File: config.mk
export PLATFORM = sky130hd
export DESIGN_NAME = tl45_decode_hs
export DESIGN_NICKNAME = d
export VERILOG_FILES = /design/src/rtl/tl45_pkg.sv /design/src/rtl/tl45_inst_decoder.sv /design/src/rtl/tl45_decode_hs.sv
export SDC_FILE = /design/constraint.sdc
export NUM_CORES = 1
export LEC_CHECK = 0
export ABC_AREA = 1
export BUFFER_PORTS_ARGS = -buffer_cell sky130_fd_sc_hd__buf_2
export CAP_MARGIN = 20
export CORE_UTILIZATION = 42
export DETAILED_ROUTE_END_ITERATION = 8
export PLACE_DENSITY_LB_ADDON = 0.25
export SLEW_MARGIN = 10
export SYNTH_ARGS = -nofsm -noshare
export SYNTH_HDL_FRONTEND = slang
export SYNTH_SLANG_ARGS = --single-unit
File: constraint.sdc
create_clock -name i_clk -period 1.78 [get_ports i_clk]
set_clock_uncertainty 0.1 [all_clocks]
set_input_delay 0.267 -clock i_clk [delete_from_list [all_inputs] [get_ports i_clk]]
set_output_delay 0.267 -clock i_clk [all_outputs]
set_load 0.05 [all_outputs]
File: src/rtl/tl45_pkg.sv
// rtl/tl45_pkg.sv - shared opcodes, decoded record and buffer states for the TL45 decode stage
package tl45_pkg;

  // pc/imm are carried at this width inside the record; XLEN may range up to it.
  localparam int MAX_XLEN = 64;

  localparam logic [3:0] OP_ADD    = 4'h0;
  localparam logic [3:0] OP_NAND   = 4'h1;
  localparam logic [3:0] OP_ADDI   = 4'h2;
  localparam logic [3:0] OP_LW     = 4'h3;
  localparam logic [3:0] OP_SW     = 4'h4;
  localparam logic [3:0] OP_GOTO   = 4'h5;
  localparam logic [3:0] OP_JALR   = 4'h6;
  localparam logic [3:0] OP_HALT   = 4'h7;
  localparam logic [3:0] OP_SKP    = 4'h8;
  localparam logic [3:0] OP_LEA    = 4'h9;
  localparam logic [3:0] OP_BUBBLE = 4'hF;

  typedef struct packed {
    logic [MAX_XLEN-1:0] pc;
    logic [3:0]          opcode;
    logic                skp_mode;
    logic [3:0]          dr;
    logic [3:0]          sr1;
    logic [3:0]          sr2;
    logic [MAX_XLEN-1:0] imm;
    logic                illegal;
  } decoded_t;

  typedef enum logic [1:0] {
    BUF_EMPTY,
    BUF_ONE,
    BUF_FULL
  } buf_state_e;

  function automatic decoded_t bubble_dec();
    decoded_t d;
    d        = '0;
    d.opcode = OP_BUBBLE;
    return d;
  endfunction

endpackage

File: src/rtl/tl45_inst_decoder.sv
// rtl/tl45_inst_decoder.sv - combinational TL45 instruction decode into a decoded_t record
import tl45_pkg::*;

module tl45_inst_decoder #(
  parameter int XLEN      = 32,
  parameter int ADDR_BITS = 16
) (
  input  logic [XLEN-1:0] pc,
  input  logic [31:0]     inst,
  output decoded_t        dec
);

  logic [ADDR_BITS-1:0] target;
  logic [XLEN-1:0]      imm_s20;
  logic [XLEN-1:0]      imm_rel;

  always_comb begin
    // PC-relative target wraps within ADDR_BITS before zero extension.
    target  = pc[ADDR_BITS-1:0] + inst[ADDR_BITS-1:0];
    imm_s20 = {{(XLEN-20){inst[19]}}, inst[19:0]};
    imm_rel = XLEN'(target);

    dec          = '0;
    dec.pc       = MAX_XLEN'(pc);
    dec.opcode   = inst[31:28];
    dec.skp_mode = inst[24];

    case (inst[31:28])
      OP_ADD, OP_NAND: begin
        dec.dr  = inst[27:24];
        dec.sr1 = inst[23:20];
        dec.sr2 = inst[3:0];
      end
      OP_ADDI, OP_LW: begin
        dec.dr  = inst[27:24];
        dec.sr1 = inst[23:20];
        dec.imm = MAX_XLEN'(imm_s20);
      end
      OP_SW: begin
        dec.sr1 = inst[23:20];
        dec.sr2 = inst[27:24];
        dec.imm = MAX_XLEN'(imm_s20);
      end
      OP_GOTO: begin
        dec.imm = MAX_XLEN'(imm_rel);
      end
      OP_LEA: begin
        dec.dr  = inst[27:24];
        dec.imm = MAX_XLEN'(imm_rel);
      end
      OP_JALR: begin
        dec.dr  = inst[27:24];
        dec.sr1 = inst[23:20];
      end
      OP_SKP: begin
        dec.sr1 = inst[23:20];
        dec.sr2 = inst[3:0];
      end
      OP_HALT: begin
      end
      default: begin
        dec.illegal = 1'b1;
      end
    endcase
  end

endmodule

File: src/rtl/tl45_decode_hs.sv
// rtl/tl45_decode_hs.sv - TL45 decode stage with valid/ready handshake and optional skid entry
import tl45_pkg::*;

module tl45_decode_hs #(
  parameter int XLEN      = 32,
  parameter int ADDR_BITS = 16,
  parameter bit SKID_EN   = 1'b1
) (
  input  logic            i_clk,
  input  logic            i_reset,
  input  logic            i_stage_flush,
  input  logic            i_pipe_flush,
  output logic            o_pipe_flush,
  input  logic            i_valid,
  output logic            o_ready,
  input  logic [XLEN-1:0] i_buf_pc,
  input  logic [31:0]     i_buf_inst,
  output logic            o_valid,
  input  logic            i_ready,
  output logic [XLEN-1:0] o_buf_pc,
  output logic [3:0]      o_buf_opcode,
  output logic            o_buf_skp_mode,
  output logic [3:0]      o_buf_dr,
  output logic [3:0]      o_buf_sr1,
  output logic [3:0]      o_buf_sr2,
  output logic [XLEN-1:0] o_buf_imm,
  output logic            o_buf_illegal
);

  decoded_t   dec_w;
  decoded_t   out_q, out_d;
  decoded_t   skid_q, skid_d;
  buf_state_e state_q, state_d;
  logic       flush;
  logic       accept;
  logic       drain;

  tl45_inst_decoder #(
    .XLEN      (XLEN),
    .ADDR_BITS (ADDR_BITS)
  ) u_dec (
    .pc   (i_buf_pc),
    .inst (i_buf_inst),
    .dec  (dec_w)
  );

  assign o_pipe_flush = i_pipe_flush;
  assign flush        = i_reset || i_stage_flush || i_pipe_flush;
  assign o_valid      = (state_q != BUF_EMPTY);

  generate
    if (SKID_EN) begin : g_skid
      assign o_ready = (state_q != BUF_FULL);
    end else begin : g_noskid
      assign o_ready = !o_valid || i_ready;
    end
  endgenerate

  assign accept = i_valid && o_ready;
  assign drain  = o_valid && i_ready;

  always_comb begin
    state_d = state_q;
    out_d   = out_q;
    skid_d  = skid_q;
    if (flush) begin
      state_d = BUF_EMPTY;
      out_d   = bubble_dec();
      skid_d  = bubble_dec();
    end else begin
      case (state_q)
        BUF_EMPTY: begin
          if (accept) begin
            out_d   = dec_w;
            state_d = BUF_ONE;
          end
        end
        BUF_ONE: begin
          if (accept && drain) begin
            out_d = dec_w;
          end else if (accept && SKID_EN) begin
            skid_d  = dec_w;
            state_d = BUF_FULL;
          end else if (drain) begin
            state_d = BUF_EMPTY;
          end
        end
        BUF_FULL: begin
          if (drain) begin
            out_d   = skid_q;
            state_d = BUF_ONE;
          end
        end
        default: begin
          state_d = BUF_EMPTY;
        end
      endcase
    end
  end

  always_ff @(posedge i_clk) begin
    if (i_reset) begin
      state_q <= BUF_EMPTY;
      out_q   <= bubble_dec();
      skid_q  <= bubble_dec();
    end else begin
      state_q <= state_d;
      out_q   <= out_d;
      skid_q  <= skid_d;
    end
  end

  assign o_buf_pc       = XLEN'(out_q.pc);
  assign o_buf_opcode   = out_q.opcode;
  assign o_buf_skp_mode = out_q.skp_mode;
  assign o_buf_dr       = out_q.dr;
  assign o_buf_sr1      = out_q.sr1;
  assign o_buf_sr2      = out_q.sr2;
  assign o_buf_imm      = XLEN'(out_q.imm);
  assign o_buf_illegal  = out_q.illegal;

endmodule

==> tab_implementation.tex <==
\begin{tabular}{lr}
\hline
Metric & Value \\
\hline
\multicolumn{2}{l}{\textbf{Synthesis}} \\
Number of synthesis warnings & 0 \\
Synthesized instance count & between 900 and 1000 \\
Syn nets & between 1000 and 1500 \\
Part of the Yosys area used for sequential elements & 41.5\% \\
Synthesized flop and latch total & $\sim$140 \\
Mean instance size in the synthesized netlist & about 7 um\^{}2 \\
Syn Std Cell Area & 0.00686 mm\^{}2 \\
Number of unique standard cell types used by synthesis & 33 \\
\multicolumn{2}{l}{\textbf{Global routing}} \\
Total overflow reported by the global router & 0 \\
Number of antenna violations at the first check in global routing & 0 \\
Wire length of the first global-routing pass & between 30 and 40 mm \\
All-Layer GR Usage & between 20\% and 30\% \\
Largest net degree at the start of global routing & 67 \\
Vias in the first global route & $\sim$6300 \\
\multicolumn{2}{l}{\textbf{Clock tree}} \\
Clk sink count & approximately 140 \\
Worst skew pair latency & approximately 420 ps \\
Reg clk slew, reported paths & around 60 ps \\
TritonCTS clock tree & built \\
Number of buffers created by CTS & 17 \\
Clk Tree Root Cell & sky130\_fd\_sc\_hd\_\_clkbuf\_16 \\
Buffer levels on the longest clock path & 2 \\
CTS H-tree depth & 4 \\
\multicolumn{2}{l}{\textbf{Finish}} \\
Fin cells & roughly 1400 \\
Register cell area after layout & between 0.002 and 0.003 mm\^{}2 \\
Most used cells in the layout excluding fill and tap cells & 221 x sky130\_fd\_sc\_hd\_\_nand2\_1, 153 x sky130\_fd\_sc\_hd\_\_buf\_2, 142 x sky130\_fd\_sc\_hd\_\_dfxtp\_1 \\
Net total in the final layout & roughly 1300 \\
Area growth from synthesis to layout & 28.4\% \\
Diode insertion count for antenna repair & 0 \\
Core Util, Final & 55.4\% \\
FILL cells & 1578 \\
Most common library cell in the layout ignoring fill and taps & sky130\_fd\_sc\_hd\_\_nand2\_1 \\
Area of combinational cells with multiple inputs & roughly 0.0033 mm\^{}2 \\
Share of final-layout standard cells stronger than drive strength 1 & between 20\% and 30\% \\
\multicolumn{2}{l}{\textbf{Pwr}} \\
Internal Power & roughly 5.7 mW \\
Post-layout power & 7.92 mW \\
Total power density per cell area & $\sim$900 mW/mm\^{}2 \\
Total net switching power & 2.18 mW \\
Relative contribution of the clock network to total power & between 40 and 50\% \\
Maximum resistive drop on vdd & between 0.0006 and 0.0007 V \\
Pleak & roughly 4.3 nW \\
Fraction of power spent switching nets & about 27\% \\
Logic gate share of total power & roughly 15\% \\
Reg power frac & 41.0\% \\
\multicolumn{2}{l}{\textbf{Floorplanning}} \\
Core footprint & $\sim$0.016 mm\^{}2 \\
Row count & 46 \\
Effective utilization at floorplan & between 40\% and 50\% \\
Die Span X & $\sim$130 um \\
Num ports & between 150 and 200 \\
Die area & about 0.017 mm\^{}2 \\
Floorplan die height & 130 um \\
\multicolumn{2}{l}{\textbf{STA}} \\
Clock period minus worst slack & roughly 1700 ps \\
Worst Tran Pin Value & between 300 and 400 ps \\
Fmax & just under 0.6 GHz \\
Count of pins over their slew limit & 0 \\
Setup repair after global routing missed its margin & yes \\
Final hold viol count & 0 \\
Setup violation total in the final timing report & 0 \\
Worst path setup slack after routing & 87.8 ps \\
Post-route clock period utilization & a little over nine tenths \\
Max-slew headroom & 77.0\% \\
\multicolumn{2}{l}{\textbf{Critical path}} \\
Arrival time of the worst setup path & about 1300 ps \\
Maximum net fanout on the critical path & 19 \\
Required time of the critical path & $\sim$1400 ps \\
Startpoint type of the worst setup path & flop \\
Class of the most critical setup path & flop to output port \\
Nature of the critical path endpoint & output port \\
\multicolumn{2}{l}{\textbf{Routing}} \\
Wire length reported by the detailed router & between 20 and 25 mm \\
Antenna-violating nets left & 0 \\
Vias per cell & 5.06 \\
DR WL/cell & between 10 and 15 um \\
Post-route DRC violation count & 0 \\
Via count & approximately 7000 \\
Violation count after the first detailed-routing iteration & 495 \\
TritonRoute pass-1 iters & 5 \\
\multicolumn{2}{l}{\textbf{Place}} \\
Port Buffers & approximately 150 \\
Number of cells in the design after placement & between 1000 and 1500 \\
Worst slack at placement & -283 ps \\
Global placer's final weighted congestion & approximately 0.84 \\
Half-perimeter wire length after detailed placement & between 10 and 15 mm \\
\multicolumn{2}{l}{\textbf{Run}} \\
Reported max-cap violation count & 0 \\
\multicolumn{2}{l}{\textbf{Status}} \\
Outcome & finished clean \\
\multicolumn{2}{l}{\textbf{Worst hold path}} \\
Hold/Removal Path Class & input pin to flop \\
\hline
\end{tabular}
-- repair_timing --
| action | 4_1_cts | 5_1_grt |
|---|---|---|
| hold buffers | 3 | 0 |
| setup buffers | 0 | 0 |
| setup endpoints to repair | 1 | 27 |
| resized for setup | 2 | 5 |
| pin swaps | 0 | 0 |
| hold endpoints to repair | 3 | 0 |
| gates cloned | 2 | 1 |
-- power by group through the flow --
stage | Sequential [mW] | Clock [mW] | Combinational, mW
floorplan | 3.46 | 0 | 0.582
global placement | 3.32 | 0 | 1.13
detailed placement | 3.32 | 0 | 1.14
CTS | 3.25 | 3.54 | 1.15
global route | 3.25 | 3.68 | 1.30
finish | 3.25 | 3.50 | 1.17
-- registers in the layout (all words and copies together) (netlist names) --
name and count:
o_buf_illegal 1, o_buf_dr 4, state_q 2, skid_q 70, o_buf_imm 20, o_buf_opcode 4
o_buf_sr2 4, o_buf_skp_mode 1, o_buf_pc 32, o_buf_sr1 4
-- cell families after synthesis --
family	share of synthesized area (%)
simple gates	23.0
compound gates	21.8
flops	41.5
buf+inv	10.3
fa+ha+maj	3.03
xor+xnor	0.383
-- metrics by stage --
stage / instance area [um^2] / TNS [ps] / hold WS, ps
after CTS: 8770 / 0 / 2.19
after global placement: 8100 / -3620 / 350
after global routing: 8810 / -85.6 / 16.5
after detailed placement: 8100 / -4390 / 357
final: 8810 / 0 / 15.9
after floorplan: 6860 / 0 / 314
-- area by class of cell --
| cell class | count | share of cell area [%] |
|---|---|---|
| tap | 216 | 3.07 |
| multi-input combinational | 700 | 37.8 |
| clock inverter | 10 | 1.29 |
| timing repair buffer | 228 | 16.9 |
| sequential | 142 | 32.3 |
| clock buffer | 22 | 5.16 |
| inverter | 81 | 3.48 |
-- metal layers --
| metal | GRT usage, % | wire length, um | up-vias |
|---|---|---|---|
| met5 | 0 | 0 | - |
| met4 | 6.63 | 200 | 0 |
| met3 | 4.88 | 1020 | 16 |
| met2 | 41.2 | 9510 | 196 |
| met1 | 32.7 | 9590 | 3262 |
| li1 | - | - | 3606 |
-- critical path, cell delays in order (launching register included) --
cell	delay [ps]
sky130_fd_sc_hd__dfxtp_1	370
sky130_fd_sc_hd__inv_2	70
sky130_fd_sc_hd__nand2_4	120
sky130_fd_sc_hd__buf_12	180
sky130_fd_sc_hd__buf_6	170
-- final timing paths --
| check | from | endpoint | slack (ps) | cells after the start |
|---|---|---|---|---|
| worst max-delay path | state_q[0]$_SDFFE_PP0P_ | o_ready | 90 | 4 |
| worst min-delay path | i_buf_pc[20] | skid_q[102]$_SDFFE_PP0P_ | 20 | 3 |
| worst max register to register | state_q[0]$_SDFFE_PP0P_ | o_buf_imm[3]$_SDFFE_PP0P_ | 90 | 11 |
| worst min register to register | o_buf_opcode[0]$_SDFFE_PP1P_ | o_buf_opcode[0]$_SDFFE_PP1P_ | 370 | 2 |
-- Yosys cell counts --
| master | n | area [um^2] |
|---|---|---|
| sky130_fd_sc_hd__o32ai_1 | 1 | 8.76 |
| sky130_fd_sc_hd__buf_6 | 5 | 56.3 |
| sky130_fd_sc_hd__or2_2 | 1 | 6.26 |
| sky130_fd_sc_hd__o211ai_1 | 9 | 67.6 |
| sky130_fd_sc_hd__o21a_4 | 1 | 15.0 |
| sky130_fd_sc_hd__clkbuf_1 | 32 | 120 |
| sky130_fd_sc_hd__nand2_2 | 2 | 12.5 |
| sky130_fd_sc_hd__a21oi_1 | 86 | 430 |
| sky130_fd_sc_hd__buf_2 | 18 | 90.1 |
| sky130_fd_sc_hd__clkinv_1 | 1 | 3.75 |
| sky130_fd_sc_hd__o22ai_1 | 4 | 25.0 |
| sky130_fd_sc_hd__buf_4 | 18 | 135 |
| sky130_fd_sc_hd__a31oi_1 | 33 | 206 |
| sky130_fd_sc_hd__nor4_1 | 1 | 6.26 |
| sky130_fd_sc_hd__o21ai_1 | 40 | 200 |
| sky130_fd_sc_hd__nand3_1 | 24 | 120 |
| sky130_fd_sc_hd__fa_1 | 1 | 20.0 |
| sky130_fd_sc_hd__nand4_1 | 1 | 6.26 |
| sky130_fd_sc_hd__inv_1 | 73 | 274 |
| sky130_fd_sc_hd__a311oi_2 | 1 | 15.0 |
| sky130_fd_sc_hd__o21ai_2 | 1 | 8.76 |
| sky130_fd_sc_hd__or2_1 | 2 | 12.5 |
| sky130_fd_sc_hd__nor2_1 | 141 | 529 |
| sky130_fd_sc_hd__nand3_2 | 1 | 10.0 |
| sky130_fd_sc_hd__dfxtp_1 | 142 | 2840 |
| sky130_fd_sc_hd__inv_2 | 7 | 26.3 |
| sky130_fd_sc_hd__o21ai_0 | 104 | 521 |
| sky130_fd_sc_hd__nand2_1 | 222 | 833 |
| sky130_fd_sc_hd__nor3_2 | 1 | 10.0 |
| sky130_fd_sc_hd__ha_1 | 15 | 188 |
| sky130_fd_sc_hd__nor3_1 | 3 | 15.0 |
| sky130_fd_sc_hd__xor2_1 | 3 | 26.3 |
| sky130_fd_sc_hd__nand3b_1 | 2 | 15.0 |
Power figures use the tool's default switching activity.
